File: src/rtl/memory_stage_if.sv
// Data-memory bus between the memory stage (master) and the data memory (slave).
// Single outstanding request, completed by a one-cycle mem_ready.
interface memory_stage_if;
  logic        mem_req;
  logic        mem_we;
  logic [31:0] mem_addr;
  logic [31:0] mem_wdata;
  logic [3:0]  mem_wstrb;
  logic        mem_ready;
  logic [31:0] mem_rdata;

  modport master (
    output mem_req, mem_we, mem_addr, mem_wdata, mem_wstrb,
    input  mem_ready, mem_rdata
  );

  modport slave (
    input  mem_req, mem_we, mem_addr, mem_wdata, mem_wstrb,
    output mem_ready, mem_rdata
  );
endinterface

File: src/rtl/memory_stage.sv
// RV32I memory stage: loads/stores over a single-outstanding bus, load alignment
// and extension, writeback pulse, and fault pulse for misalignment / bus timeout.
module memory_stage #(
  parameter int TIMEOUT_CYCLES = 255
) (
  input  logic         clock,
  input  logic         reset,
  input  logic         in_valid,
  output logic         in_ready,
  input  logic [31:0]  instruction,
  input  logic         write_enable,
  input  logic [4:0]   rd,
  input  logic [31:0]  rd_value,
  input  logic [31:0]  rs2_value,
  memory_stage_if.master bus,
  output logic         wb_write_enable,
  output logic [4:0]   wb_rd,
  output logic [31:0]  wb_rd_value,
  output logic         fault_valid,
  output logic [1:0]   fault_cause,
  output logic [31:0]  fault_addr
);

  typedef enum logic {IDLE, ACCESS} state_t;

  typedef struct packed {
    logic        is_load;
    logic [2:0]  f3;
    logic [4:0]  rd;
    logic [31:0] addr;
  } pend_t;

  state_t      state;
  pend_t       pend;
  logic [31:0] tmo_cnt;
  logic        req_q, we_q;
  logic [31:0] addr_q, wdata_q;
  logic [3:0]  wstrb_q;

  logic [6:0]  opcode;
  logic [2:0]  f3;
  logic [1:0]  off;
  logic        is_load, is_store, misal, bad_ld, bad_st, tmo_hit;
  logic [3:0]  wstrb_c;
  logic [31:0] wdata_c, load_val;

  wire unused_instr = &{1'b0, instruction[31:15], instruction[11:7]};

  assign opcode   = instruction[6:0];
  assign f3       = instruction[14:12];
  assign off      = rd_value[1:0];
  assign is_load  = (opcode == 7'b0000011);
  assign is_store = (opcode == 7'b0100011);
  // f3[1:0] encodes access size for both loads and stores
  assign misal    = (f3[1:0] == 2'b01 && off[0]) || (f3[1:0] == 2'b10 && off != 2'b00);
  assign bad_ld   = is_load  && (!(f3 inside {3'b000, 3'b001, 3'b010, 3'b100, 3'b101}) || misal);
  assign bad_st   = is_store && (!(f3 inside {3'b000, 3'b001, 3'b010}) || misal);
  assign tmo_hit  = (TIMEOUT_CYCLES != 0) && (tmo_cnt == 32'(TIMEOUT_CYCLES - 1));
  assign in_ready = (state == IDLE);

  always_comb begin
    wstrb_c = 4'b0000;
    wdata_c = 32'h0;
    case (f3[1:0])
      2'b00:   begin wstrb_c = 4'b0001 << off; wdata_c = {4{rs2_value[7:0]}};  end
      2'b01:   begin wstrb_c = 4'b0011 << off; wdata_c = {2{rs2_value[15:0]}}; end
      default: begin wstrb_c = 4'b1111;        wdata_c = rs2_value;            end
    endcase
  end

  always_comb begin
    logic [31:0] lane;
    lane = bus.mem_rdata >> {pend.addr[1:0], 3'b000};
    case (pend.f3)
      3'b000:  load_val = {{24{lane[7]}}, lane[7:0]};
      3'b001:  load_val = {{16{lane[15]}}, lane[15:0]};
      3'b100:  load_val = {24'h0, lane[7:0]};
      3'b101:  load_val = {16'h0, lane[15:0]};
      default: load_val = bus.mem_rdata;
    endcase
  end

  always_ff @(posedge clock) begin
    if (reset) begin
      state           <= IDLE;
      pend            <= '0;
      tmo_cnt         <= '0;
      req_q           <= 1'b0;
      we_q            <= 1'b0;
      addr_q          <= '0;
      wdata_q         <= '0;
      wstrb_q         <= '0;
      wb_write_enable <= 1'b0;
      wb_rd           <= '0;
      wb_rd_value     <= '0;
      fault_valid     <= 1'b0;
      fault_cause     <= '0;
      fault_addr      <= '0;
    end else begin
      wb_write_enable <= 1'b0;
      fault_valid     <= 1'b0;
      case (state)
        IDLE: if (in_valid) begin
          if (bad_ld || bad_st) begin
            fault_valid <= 1'b1;
            fault_cause <= bad_ld ? 2'b01 : 2'b10;
            fault_addr  <= rd_value;
          end else if (is_load || is_store) begin
            state   <= ACCESS;
            pend    <= '{is_load: is_load, f3: f3, rd: rd, addr: rd_value};
            tmo_cnt <= '0;
            req_q   <= 1'b1;
            we_q    <= is_store;
            addr_q  <= {rd_value[31:2], 2'b00};
            wstrb_q <= is_store ? wstrb_c : 4'b0000;
            wdata_q <= is_store ? wdata_c : 32'h0;
          end else begin
            wb_write_enable <= write_enable && (rd != 5'd0);
            wb_rd           <= rd;
            wb_rd_value     <= rd_value;
          end
        end
        ACCESS: begin
          // a ready arriving on the expiry cycle still completes the access
          if (bus.mem_ready) begin
            state <= IDLE;
            req_q <= 1'b0;
            if (pend.is_load) begin
              wb_write_enable <= (pend.rd != 5'd0);
              wb_rd           <= pend.rd;
              wb_rd_value     <= load_val;
            end
          end else if (tmo_hit) begin
            state       <= IDLE;
            req_q       <= 1'b0;
            fault_valid <= 1'b1;
            fault_cause <= 2'b11;
            fault_addr  <= pend.addr;
          end else begin
            tmo_cnt <= tmo_cnt + 32'd1;
          end
        end
        default: state <= IDLE;
      endcase
    end
  end

  assign bus.mem_req   = req_q;
  assign bus.mem_we    = we_q;
  assign bus.mem_addr  = addr_q;
  assign bus.mem_wdata = wdata_q;
  assign bus.mem_wstrb = wstrb_q;

endmodule

File: src/flat_wrapper.sv
// flat-port wrapper written by rule: the top's interface ports become plain ports
module memory_stage_flat 
#(
  parameter int TIMEOUT_CYCLES = 255
)
  (clock, reset, in_valid, in_ready, instruction, write_enable, rd, rd_value, rs2_value, wb_write_enable, wb_rd, wb_rd_value, fault_valid, fault_cause, fault_addr, bus_mem_req, bus_mem_we, bus_mem_addr, bus_mem_wdata, bus_mem_wstrb, bus_mem_ready, bus_mem_rdata);
  memory_stage_if bus_i ();
  input  logic clock;
  input  logic reset;
  input  logic in_valid;
  output logic in_ready;
  input  logic [31:0] instruction;
  input  logic write_enable;
  input  logic [4:0] rd;
  input  logic [31:0] rd_value;
  input  logic [31:0] rs2_value;
  output logic wb_write_enable;
  output logic [4:0] wb_rd;
  output logic [31:0] wb_rd_value;
  output logic fault_valid;
  output logic [1:0] fault_cause;
  output logic [31:0] fault_addr;
  output wire logic [$bits(bus_i.mem_req)-1:0] bus_mem_req;
  output wire logic [$bits(bus_i.mem_we)-1:0] bus_mem_we;
  output wire logic [$bits(bus_i.mem_addr)-1:0] bus_mem_addr;
  output wire logic [$bits(bus_i.mem_wdata)-1:0] bus_mem_wdata;
  output wire logic [$bits(bus_i.mem_wstrb)-1:0] bus_mem_wstrb;
  input wire logic [$bits(bus_i.mem_ready)-1:0] bus_mem_ready;
  input wire logic [$bits(bus_i.mem_rdata)-1:0] bus_mem_rdata;
  assign bus_mem_req = bus_i.mem_req;
  assign bus_mem_we = bus_i.mem_we;
  assign bus_mem_addr = bus_i.mem_addr;
  assign bus_mem_wdata = bus_i.mem_wdata;
  assign bus_mem_wstrb = bus_i.mem_wstrb;
  assign bus_i.mem_ready = bus_mem_ready;
  assign bus_i.mem_rdata = bus_mem_rdata;
  memory_stage #(.TIMEOUT_CYCLES(TIMEOUT_CYCLES)) u_core (.clock(clock), .reset(reset), .in_valid(in_valid), .in_ready(in_ready), .instruction(instruction), .write_enable(write_enable), .rd(rd), .rd_value(rd_value), .rs2_value(rs2_value), .bus(bus_i), .wb_write_enable(wb_write_enable), .wb_rd(wb_rd), .wb_rd_value(wb_rd_value), .fault_valid(fault_valid), .fault_cause(fault_cause), .fault_addr(fault_addr));
endmodule
File: config.mk
export PLATFORM = sky130hd
export DESIGN_NAME = memory_stage_flat
export DESIGN_NICKNAME = d
export VERILOG_FILES = /design/src/rtl/memory_stage_if.sv /design/src/rtl/memory_stage.sv /design/src/flat_wrapper.sv
export SDC_FILE = /design/constraint.sdc
export NUM_CORES = 1
export LEC_CHECK = 0
export BUFFER_PORTS_ARGS = -buffer_cell sky130_fd_sc_hd__buf_4
export CAP_MARGIN = 0
export CORE_ASPECT_RATIO = 1.5
export CORE_UTILIZATION = 53
export CTS_BUF_LIST = sky130_fd_sc_hd__clkbuf_4 sky130_fd_sc_hd__clkbuf_8
export CTS_CLUSTER_DIAMETER = 80
export DETAILED_ROUTE_END_ITERATION = 7
export PLACE_DENSITY = 0.91
export SLEW_MARGIN = 30
export SYNTH_ARGS = -nofsm -noshare
export SYNTH_HDL_FRONTEND = slang
export SYNTH_SLANG_ARGS = --single-unit
File: constraint.sdc
create_clock -name clock -period 3.4 [get_ports clock]
set_clock_uncertainty 0.05 [all_clocks]
set_input_delay 0.68 -clock clock [delete_from_list [all_inputs] [get_ports clock]]
set_output_delay 0.68 -clock clock [all_outputs]
set_load 0.05 [all_outputs]
==> metrics.txt <==
vias in the first global route just under 8,000; Die W around 110 µm; Remaining Overflow, GRT 0; CP Data Required Time 3.67 ns; Initial DRT Pass Iterations 6; Max Clock Freq 352 MHz; sequential area share after synthesis between 40% and 50%; synthesized cell area 8590 µm²; fin crit share 83.5%; Leak Pwr roughly 4.2 nW; post-synthesis xor/xnor area fraction 0.510%; adder-cell area share of the yosys netlist 0.291%; area share of and/or/nand/nor cells after synthesis 20.1%; Switching Share 28.8%; max_cap viols 0; commonest cells in the netlist nand2_1 (195), dfxtp_1 (185), nor2_1 (100), a21oi_1 (94), clkbuf_1 (65); number of synthesized flops with an enable pin 0; RSZ-0062 raised after global routing no; worst setup margin 0.560 ns; Resize count post-CTS 0; Antenna Nets Post-Route 0; most frequent cell after synthesis nand2_1; Critical Path AT 3.11 ns; first-pass GRT wire length 39,100 µm; CP Max Fanout 22; Area after DPL 10,400 µm²; Synth Register Bits 185; gr usage total 29.5%; power per cell area ~390 nW/µm²; Syn Inst Count 1,053; total number of vias about 8,600; Slew HR between 40% and 50%; die area 16,700 µm²; Synth Area in Compound Gates between 20% and 30%; area growth from synthesis to layout 26.2%; initial antenna violation count 0; final setup fails 0; Max Slew Vio Count 0; final net count 1,382; clock root buffer clkbuf_8; Post-synth ARST share 0%; FP Rows 56; dominant cell type by area after synthesis dfxtp_1; Top Ports 282; Tightest Hold Check Type reg -> reg; Switch Pwr 1.20 mW; Worst-path clk slew 0.10 ns; power share of the combinational group 12.1%; DRC viols 0; final RePlAce weighted congestion 0.914; total core area 15,800 µm²; hold_buf cts 0; DR WL/cell 17.5 µm; layout cells sized above 1 26.3%; wire length reported by the detailed router 25,500 µm; top cells by area, synth dfxtp_1 (43%), nand2_1 (8.5%), mux2i_1 (6.4%); Critical Path Sink Type flip-flop; Seq pwr share 53.0%; diode count 0; largest family of logic cells by synthesized area compound AO/OA/AOI/OAI gates; maximum clock path buffer count 2; multiplexer share of the synthesized area 6.81%; post-synth top area share between 40% and 50%; dpl ws 0.115 ns; TritonCTS clock tree done; Fin. Hold Viols 0; pin count of the biggest net entering global routing 66; Peak VDD IR 226 µV; P_int 2.98 mW; Period minus WS final 2.84 ns; Buffers on Ports 257; Initial Util ~54%; Finished Cell Area between 10,000 and 15,000 µm²; drt initial violations 705; Critical Path Start Type input port; synth warn 0; Mapped Avg Cell Area 8.15 µm²; Post-CTS Setup Bufs 0; Crit Path Class in -> reg; status finished, final reports clean; TNS Setup 0 ns; CTS buffer count 17; ys flop type dfxtp_1; Netlist cell types 55; Via density 5.88; Design Power about 4.2 mW; die height 158 µm; Clk network pwr share 34.9%; CTS Sinks 185; Worst Tran Pin Value a little under 0.9 ns; H-tree Lvls 4; Post-DP HPWL between 15,000 and 20,000 µm; Clock Latency Late Sink approximately 0.44 ns
-- metal layers --
metal | part of all wire (%) | global-route usage [%] | wire length (µm) | vias to the layer above
met4 | 5.3 | 17.9 | 1350 | 0
li1 | - | - | - | 4081
met3 | 6.5 | 6.50 | 1660 | 93
met2 | 51 | 51.9 | 13100 | 400
met5 | 0 | 0 | 0 | -
met1 | 37 | 32.2 | 9410 | 4000
-- registers in the layout, indices dropped and copies added, names as in the netlist --
name                    flops
u_core.fault_cause          2
u_core.bus.mem_we           1
u_core.fault_addr          32
u_core.state                1
u_core.wb_write_enable      1
u_core.bus.mem_req          1
u_core.bus.mem_wdata       32
u_core.tmo_cnt             32
u_core.wb_rd_value         32
u_core.pend                41
u_core.fault_valid          1
u_core.bus.mem_wstrb        4
u_core.wb_rd                5
-- cells by family (layout without fill, tap and decap cells) --
family                     after synthesis  count (layout)
adders and majority gates                2               2
DFF                                    185             185
xor gates and xnor gates                 5               5
other                                    1               2
AOI/OAI and AO/OA                      283             283
buffers and inverters                  128             329
and+or+nand+nor                        392             392
muxes                                   57              57
-- power groups by stage --
stage | clock network (mW) | logic, mW | registers [mW]
global route | 1.57 | 0.537 | 2.22
global placement | 0 | 0.495 | 2.27
finish | 1.46 | 0.507 | 2.22
floorplan | 0 | 0.170 | 2.37
CTS | 1.47 | 0.505 | 2.22
detailed placement | 0 | 0.503 | 2.27
-- final timing paths --
kind | slack (ns) | cells after the start | start | to
min | 0.40 | 2 | u_core.bus.mem_wstrb[1] | u_core.bus.mem_wstrb[1]
max | 0.56 | 8 | instruction[3] | u_core.tmo_cnt[19]
max reg2reg | 0.58 | 10 | u_core.tmo_cnt[0] | u_core.tmo_cnt[14]
min reg2reg | 0.40 | 2 | u_core.bus.mem_wstrb[1] | u_core.bus.mem_wstrb[1]
-- cell usage in the layout (no fill, tap or decap), drive strengths merged, types with 5 or more instances in the layout --
master	n
inv	21
a211o	7
nor4	7
a22o	8
buf	284
xnor2	5
nand4	12
o21ai	66
a311oi	30
a221oi	16
or3	15
and3	9
or4	11
clkbuf	19
a211oi	27
nand3	16
o221ai	8
nor3	7
mux2i	55
nor2	100
dfxtp	185
a21oi	95
o31ai	5
nand2	195
-- metrics by stage --
step	utilization [%]	hold slack, ns	cells
floorplan	-	0.393	1054
global placement	66.3	0.383	1426
detailed placement	66.3	0.390	1426
CTS	68.8	0.384	1458
global route	68.8	0.381	1458
finish	68.8	0.402	1458
-- final cells by class --
| cell class | instances | area, µm² |
|---|---|---|
| Clock inverter | 13 | 129 |
| Inverter | 13 | 48.8 |
| Fill cell | 1221 | 4930 |
| Timing Repair Buffer | 284 | 2170 |
| Multi-Input combinational cell | 741 | 4270 |
| Tap cell | 203 | 254 |
| Sequential cell | 185 | 3700 |
| Clock buffer | 19 | 262 |
-- critical path, cell delays in order --
cell       delay [ns]
buf_4            0.10
or4_1            0.63
a2111oi_4        0.37
a21oi_2          0.14
and2_1           0.44
buf_4            0.29
o311ai_1         0.33
o41ai_2          0.13
(Power assumes the default switching activity.)
